### src/rtl/cache_miss_ctrl.sv
// cache_miss_ctrl: miss handler for the 8-way set-associative D-cache.
// For each accepted miss it picks the pLRU victim and writes it back if it
// is valid and dirty. It then refills the line beat by beat, writes the new
// tag and strobes the pLRU update for the filled way.
`timescale 1ns/1ps
module cache_miss_ctrl #(
  parameter int INDEX     = 4,
  parameter int INDEX_WAY = 3,
  parameter int BEATS     = 4,
  parameter int ADDR_W    = 32,
  localparam int BW       = $clog2(BEATS),
  localparam int OFF      = BW + 2,
  localparam int TAG_W    = ADDR_W - INDEX - OFF
) (
  input  logic                 clk_i,
  input  logic                 rst_i,
  input  logic                 miss_valid_i,
  output logic                 miss_ready_o,
  input  logic [INDEX-1:0]     miss_index_i,
  input  logic [TAG_W-1:0]     miss_tag_i,
  output logic [INDEX-1:0]     lru_index_o,
  input  logic [INDEX_WAY-1:0] victim_way_i,
  input  logic                 victim_valid_i,
  input  logic                 victim_dirty_i,
  input  logic [TAG_W-1:0]     victim_tag_i,
  output logic                 lru_valid_o,
  output logic [INDEX_WAY-1:0] lru_way_o,
  output logic [INDEX_WAY-1:0] arr_way_o,
  output logic [BW-1:0]        arr_beat_o,
  input  logic [31:0]          arr_rdata_i,
  output logic                 arr_we_o,
  output logic [31:0]          arr_wdata_o,
  output logic                 tag_we_o,
  output logic [TAG_W-1:0]     tag_o,
  output logic                 mem_req_o,
  output logic                 mem_we_o,
  output logic [ADDR_W-1:0]    mem_addr_o,
  output logic [31:0]          mem_wdata_o,
  input  logic                 mem_gnt_i,
  input  logic                 mem_rvalid_i,
  input  logic [31:0]          mem_rdata_i,
  output logic                 done_o
);

  typedef enum logic [2:0] {
    IDLE    = 3'd0,
    LATCH   = 3'd1,
    WB      = 3'd2,
    RF_REQ  = 3'd3,
    RF_WAIT = 3'd4,
    UPD     = 3'd5
  } state_t;

  localparam logic [BW-1:0] LAST_BEAT = BW'(BEATS - 1);

  state_t               state;
  logic [BW-1:0]        beat;
  logic [INDEX-1:0]     set_index;
  logic [TAG_W-1:0]     miss_tag;
  logic [INDEX_WAY-1:0] victim_way;
  logic [TAG_W-1:0]     victim_tag;

  logic [BW-1:0]        beat_next;
  logic                 last_beat;

  // A line word address is simply {tag, set, word, byte offset}.
  function automatic logic [ADDR_W-1:0] line_addr(input logic [TAG_W-1:0] t,
                                                  input logic [INDEX-1:0] s,
                                                  input logic [BW-1:0]    b);
    return {t, s, b, 2'b00};
  endfunction

  assign beat_next = beat + BW'(1);
  assign last_beat = (beat == LAST_BEAT);

  // While idle the pLRU sees the incoming set so the victim is ready by LATCH;
  // once busy it must keep looking at the set being serviced.
  assign lru_index_o = (state == IDLE) ? miss_index_i : set_index;

  // In LATCH the victim has not been registered yet, so show it straight through.
  assign arr_way_o   = (state == LATCH) ? victim_way_i : victim_way;
  assign arr_beat_o  = beat;
  assign tag_o       = miss_tag;

  // Refill words go straight from the memory read port into the data array.
  assign arr_we_o    = (state == RF_WAIT) && mem_rvalid_i;
  assign arr_wdata_o = arr_we_o ? mem_rdata_i : '0;

  // Write-back data is the array word currently addressed by way/beat.
  assign mem_wdata_o = (state == WB) ? arr_rdata_i : '0;

  // Miss-handling sequencer; every handshake output is registered here.
  always_ff @(posedge clk_i or posedge rst_i) begin
    if (rst_i) begin
      state        <= IDLE;
      beat         <= '0;
      set_index    <= '0;
      miss_tag     <= '0;
      victim_way   <= '0;
      victim_tag   <= '0;
      miss_ready_o <= 1'b1;
      mem_req_o    <= 1'b0;
      mem_we_o     <= 1'b0;
      mem_addr_o   <= '0;
      tag_we_o     <= 1'b0;
      lru_valid_o  <= 1'b0;
      lru_way_o    <= '0;
      done_o       <= 1'b0;
    end else begin
      case (state)
        IDLE: begin
          if (miss_valid_i && miss_ready_o) begin
            set_index    <= miss_index_i;
            miss_tag     <= miss_tag_i;
            miss_ready_o <= 1'b0;
            state        <= LATCH;
          end
        end

        LATCH: begin
          victim_way <= victim_way_i;
          victim_tag <= victim_tag_i;
          beat       <= '0;
          mem_req_o  <= 1'b1;
          if (victim_valid_i && victim_dirty_i) begin
            mem_we_o   <= 1'b1;
            mem_addr_o <= line_addr(victim_tag_i, set_index, '0);
            state      <= WB;
          end else begin
            mem_we_o   <= 1'b0;
            mem_addr_o <= line_addr(miss_tag, set_index, '0);
            state      <= RF_REQ;
          end
        end

        WB: begin
          if (mem_gnt_i) begin
            if (last_beat) begin
              beat       <= '0;
              mem_we_o   <= 1'b0;
              mem_addr_o <= line_addr(miss_tag, set_index, '0);
              state      <= RF_REQ;
            end else begin
              beat       <= beat_next;
              mem_addr_o <= line_addr(victim_tag, set_index, beat_next);
            end
          end
        end

        RF_REQ: begin
          if (mem_gnt_i) begin
            mem_req_o <= 1'b0;
            state     <= RF_WAIT;
          end
        end

        RF_WAIT: begin
          if (mem_rvalid_i) begin
            if (last_beat) begin
              beat        <= '0;
              mem_addr_o  <= '0;
              tag_we_o    <= 1'b1;
              lru_valid_o <= 1'b1;
              lru_way_o   <= victim_way;
              done_o      <= 1'b1;
              state       <= UPD;
            end else begin
              beat       <= beat_next;
              mem_req_o  <= 1'b1;
              mem_addr_o <= line_addr(miss_tag, set_index, beat_next);
              state      <= RF_REQ;
            end
          end
        end

        UPD: begin
          tag_we_o     <= 1'b0;
          lru_valid_o  <= 1'b0;
          lru_way_o    <= '0;
          done_o       <= 1'b0;
          miss_ready_o <= 1'b1;
          state        <= IDLE;
        end

        default: begin
          mem_req_o    <= 1'b0;
          mem_we_o     <= 1'b0;
          miss_ready_o <= 1'b1;
          state        <= IDLE;
        end
      endcase
    end
  end

  // A stalled request must keep its address and direction until granted.
  assert property (@(posedge clk_i) disable iff (rst_i)
    (mem_req_o && !mem_gnt_i) |=> (mem_req_o && $stable(mem_addr_o) && $stable(mem_we_o)));

  // Completion always carries the tag write and the pLRU strobe with it.
  assert property (@(posedge clk_i) disable iff (rst_i)
    done_o |-> (tag_we_o && lru_valid_o && !miss_ready_o));

  // Only one read is ever outstanding, so no request overlaps a refill write.
  assert property (@(posedge clk_i) disable iff (rst_i)
    arr_we_o |-> !mem_req_o);

endmodule
### config.mk
export PLATFORM = sky130hd
export DESIGN_NAME = cache_miss_ctrl
export DESIGN_NICKNAME = d
export VERILOG_FILES = /design/src/rtl/cache_miss_ctrl.sv
export SDC_FILE = /design/constraint.sdc
export NUM_CORES = 1
export LEC_CHECK = 0
export CAP_MARGIN = 30
export CORE_MARGIN = 3
export CORE_UTILIZATION = 44
export CTS_CLUSTER_DIAMETER = 40
export CTS_CLUSTER_SIZE = 14
export DETAILED_ROUTE_END_ITERATION = 8
export PLACE_DENSITY = 0.91
export SLEW_MARGIN = 10
export SYNTH_ARGS = -nofsm -noshare
export SYNTH_HDL_FRONTEND = slang
export SYNTH_SLANG_ARGS = --single-unit
### constraint.sdc
create_clock -name clk_i -period 6.55 [get_ports clk_i]
set_input_delay 1.6375 -clock clk_i [delete_from_list [all_inputs] [get_ports clk_i]]
set_output_delay 1.6375 -clock clk_i [all_outputs]
set_load 0.02 [all_outputs]
# Word-level counts from Yosys, hierarchy flattened
# Cells that the tools add are included.
# word_totals
in_bits,126
ff_bits,99
wordCells,83
out_inout_bits,139
# classes
muxes,38
n_eq_ne,13
addsub,1
n_reduce_logical,16
bitwise_logic,3
# op_table
op,n
$mux W32,7
$pmux W32 S3,1
$mux W3,9
$pmux W3 S5,1
$ne A2 B2 Y1 const B,6
$mux W1,10
$reduce_and A3 Y1,3
$reduce_or A4 Y1,2
$eq A3 B2 Y1 const B,2
$eq A3 B3 Y1 const B,2
$mux W2,3
$pmux W2 S3,1
$pmux W3 S2,1
$reduce_and A5 Y1,1
$mux W4,1
$pmux W1 S2,2
$pmux W1 S4,1
$reduce_and A2 Y1,2
$reduce_and A4 Y1,1
$eq A3 B1 Y1 const B,1
$logic_and A1 B1 Y1,3
$logic_not A3 Y1,1
$not A1 Y1,3
$pmux W1 S3,1
6 further kinds,6

# Longest topological paths before layout
# depth
word_depth,4
mapped_depth,8
depth_no_buf,5

# Worst setup path after synthesis
# OpenSTA, ideal clock, no wires.
# synth_path
kind,input-to-output
startpoint,in mem_rvalid_i
endpoint,out arr_wdata_o[22]
slack_ns,2.281
n_path_buf,2
cell_stages,4
arrival_time_ns,2.631
required_time_ns,4.912
path_cell_list,nor4bb_1 buf_4 clkbuf_1 and2_1
# synth_between
elab_chain_cells,2
# synth_lines
element,line_no,text
from (decl),40,"input logic mem_rvalid_i,"
$logic_and A1 B1 Y1,86,assign arr_we_o = (state == RF_WAIT) && mem_rvalid_i;
via arr_we_o,31,"output logic arr_we_o,"
$mux W32,87,assign arr_wdata_o = arr_we_o ? mem_rdata_i : '0;
to (decl),32,"output logic [31:0] arr_wdata_o,"
# The timed path passes the listed nets, and every way through them passes these cells.

# Worst setup path after layout
# layout_path
startpoint,in mem_rvalid_i
endpoint,out arr_wdata_o[18]
# layout_between
elab_chain_cells,2
# layout_lines
element,line_no
$logic_and A1 B1 Y1,86
$mux W32,87
# No other way between the ends.

==> flow_summary.json <==
{
  "antenna_found_initial": 0,
  "rsz0062_at_grt": "false",
  "fmax_mhz": 194,
  "core_um2": 11600,
  "critical_path_class": "in2out",
  "rows": 39,
  "regArea_um2": 2430,
  "r2r_slack_ns": 3.34,
  "hold_path.class": "reg2reg",
  "whs_path_depth": 2,
  "synthAdderAreaFrac": 0.00235,
  "numPortBuffers": 262,
  "critPathLaunchType": "input port",
  "p_total_mw": 3.89,
  "cts_sinks": 97,
  "cts_inserted_buffers": 9,
  "ys_top_cells_by_area": "dfrtp_1, mux2_2, and2_1, mux2i_1, a21oi_1",
  "die_h_um": 116,
  "synth.distinct_cells": 46,
  "fillers": 818,
  "synth-compound-area-share": 0.136,
  "multiInputGateArea_um2": 2600,
  "dp_cells": 846,
  "synth_seq_cells": 97,
  "synth_cells": 471,
  "clock_latency_ns": 0.33,
  "layout_common_cells": "clkdlybuf4s50_1, dfrtp_1, mux2_2",
  "synthMuxAreaShare": 0.202,
  "grt_pass1_wl_um": 26400,
  "wl_per_cell_um": 20.0,
  "powerDensity_nw_per_um2": 471,
  "clockBufferDepth": 2,
  "avgSynthCellArea_um2": 11.3,
  "drive_gt1_frac": 0.156,
  "worstHoldEndpoint": "mem_addr_o[6]",
  "vias": 4730,
  "cts_root_buffer": "clkbuf_16",
  "min_from": "mem_addr_o[6]",
  "routed_wl_um": 17200,
  "status": "complete, no violations",
  "crit_required_ns": 4.91,
  "fin_skew_ns": 0.00759,
  "grt-busiest-layer": "met2",
  "finalHoldViolCount": 0,
  "synth.top_cell.area_share": 0.452,
  "n_antenna_cell": 0,
  "ir_worst_vdd_uv": 243,
  "worst_slew_pin_slew_ns": 0.926,
  "start_util": 0.458,
  "cts.repair.resized": 0,
  "critPathMaxFanout": 35,
  "drcViolationCount": 0,
  "place.gp.congestion": 0.783,
  "post-cts-setup-buffers": 0,
  "pin_count": 265,
  "use_met1": 0.305,
  "synthSimpleGateAreaFrac": 0.142,
  "final_cells": 862,
  "use_met3": 0.0512,
  "fp.dieW_um": 116,
  "drt.antenna.violating_nets": 0,
  "grt_max_degree": 50,
  "yosysWarnings": 0,
  "grtUsageMet2": 0.452,
  "worst-r2r-cell-count": 7,
  "area_growth_pct": 55.3,
  "critPathArrivalTime_ns": 3.53,
  "worstReg2RegEnd": "mem_addr_o[19]",
  "fin_crit_sh": 0.789,
  "crit_path_end_kind": "output pin",
  "yosysTopAreaCell": "dfrtp_1",
  "cellLeakagePower_nw": 3.46,
  "worstReg2RegStart": "state[0]",
  "fin_tns_setup_ns": 0,
  "seq_area_frac_synth": 0.457,
  "nets": 841,
  "dr.pass1.iters": 4,
  "drv_cap": 0,
  "synth-xor-area-share": 0,
  "cts_max_level": 3,
  "gr-total-overflow": 0,
  "die_area_um2": 13400,
  "slew_headroom": 0.383,
  "synth_top_family_by_area": "multiplexers",
  "grt_use_total": 0.252,
  "final-setup-viol-count": 0,
  "grt_pass1_vias": 5055,
  "slew_violations": 0,
  "path_clk_slew_ns": 0.06,
  "cts_tree": "built",
  "synthesis.area_um2": 5320,
  "period_minus_slack_ns": 5.17,
  "holdBufCountCts": 0,
  "drt-initial-drc-count": 315,
  "vias_per_cell": 5.49,
  "hpwl_um": 12900,
  "final_common_cell": "clkdlybuf4s50_1"
}
==> synthesized netlist by cell type (all sizes together) <==
cell type / number
dfrtp: 96
mux2: 73
and2: 65
buf: 32
a21oi: 26
mux2i: 25
nand2: 20
a22oi: 17
nor2: 16
o221ai: 15
o21a: 14
a2bb2oi: 11
clkbuf: 11
inv: 5
nand3: 5
o21ai: 5
a21o: 4
nor3b: 4
o22ai: 3
and3: 2
nor2b: 2
nor3: 2
nor4b: 2
o21ba: 2
o32ai: 2
or3: 2
and2b: 1
and3b: 1
and4bb: 1
conb: 1
dfstp: 1
ha: 1
nand2b: 1
nand3b: 1
nor4bb: 1
o32a: 1
==> layer usage <==
layer,wire length [um],vias to the layer above
li1,-,2164
met1,6590,2346
met2,9280,188
met3,970,32
met4,382,0
met5,0,-
==> per-stage QoR <==
| stage | util | worst slack (ns) | area, um^2 | hold slack [ns] |
|---|---|---|---|---|
| final | 0.711 | 1.38 | 8260 | 0.478 |
| after detailed placement | 0.686 | 1.39 | 7960 | 0.464 |
| after global routing | 0.711 | 1.28 | 8260 | 0.494 |
| after floorplan | - | 2.28 | 5320 | 0.472 |
| after global placement | 0.682 | 1.44 | 7920 | 0.452 |
| after CTS | 0.711 | 1.39 | 8260 | 0.478 |
==> how the worst max path moves through the flow <==
stage | startpoint | end | slack, ns | cells after the start
finish | mem_rvalid_i | arr_wdata_o[18] | 1.38 | 5
global route | mem_rvalid_i | arr_wdata_o[6] | 1.28 | 5
CTS | mem_rvalid_i | arr_wdata_o[16] | 1.39 | 5
detailed placement | mem_rvalid_i | arr_wdata_o[16] | 1.39 | 5
global placement | mem_rvalid_i | arr_wdata_o[2] | 1.44 | 5
floorplan | mem_rvalid_i | arr_wdata_o[22] | 2.28 | 4
==> worst max-delay path, cell delays in order <==
cell and delay, ns:
clkdlybuf4s50_1 0.57, nor4bb_4 0.22, buf_4 0.31, and2_1 0.17, clkdlybuf4s50_1 0.61
==> final cells by class <==
| type | instances | share of cell area |
|---|---|---|
| repair buffers | 274 | 0.331 |
| multi-input cells | 327 | 0.314 |
| flip-flops and latches | 97 | 0.294 |
| clock buffers | 13 | 0.0327 |
| well taps | 143 | 0.0217 |
| clock inverters | 3 | 0.00288 |
| inverters | 5 | 0.00258 |
==> state kept, by name, summed over array words and instances, names as in the netlist <==
| signal | flops |
|---|---|
| victim_tag | 24 |
| miss_ready_o | 1 |
| set_index | 4 |
| state | 3 |
| victim_way | 3 |
| done_o | 1 |
| lru_way_o | 3 |
| mem_addr_o | 30 |
| mem_req_o | 1 |
| mem_we_o | 1 |
| arr_beat_o | 2 |
| tag_o | 24 |
==> cells by family (layout without fill, tap and decap cells) <==
logic type | after synthesis | after routing
buf+inv | 48 | 295
compound gates | 100 | 100
mux | 98 | 98
simple gates | 126 | 126
other cells | 1 | 2
fa+ha+maj | 1 | 1
flops | 97 | 97
==> power by group <==
group	leakage (nW)	switching, mW	internal (mW)	total (mW)
sequential	1.15	0.253	0.901	1.15
combinational	2.17	1.10	1.13	2.23
clock	0.138	0.219	0.290	0.508
total	3.46	1.57	2.32	3.89
Note: power is estimated with default switching activity, not from simulation.
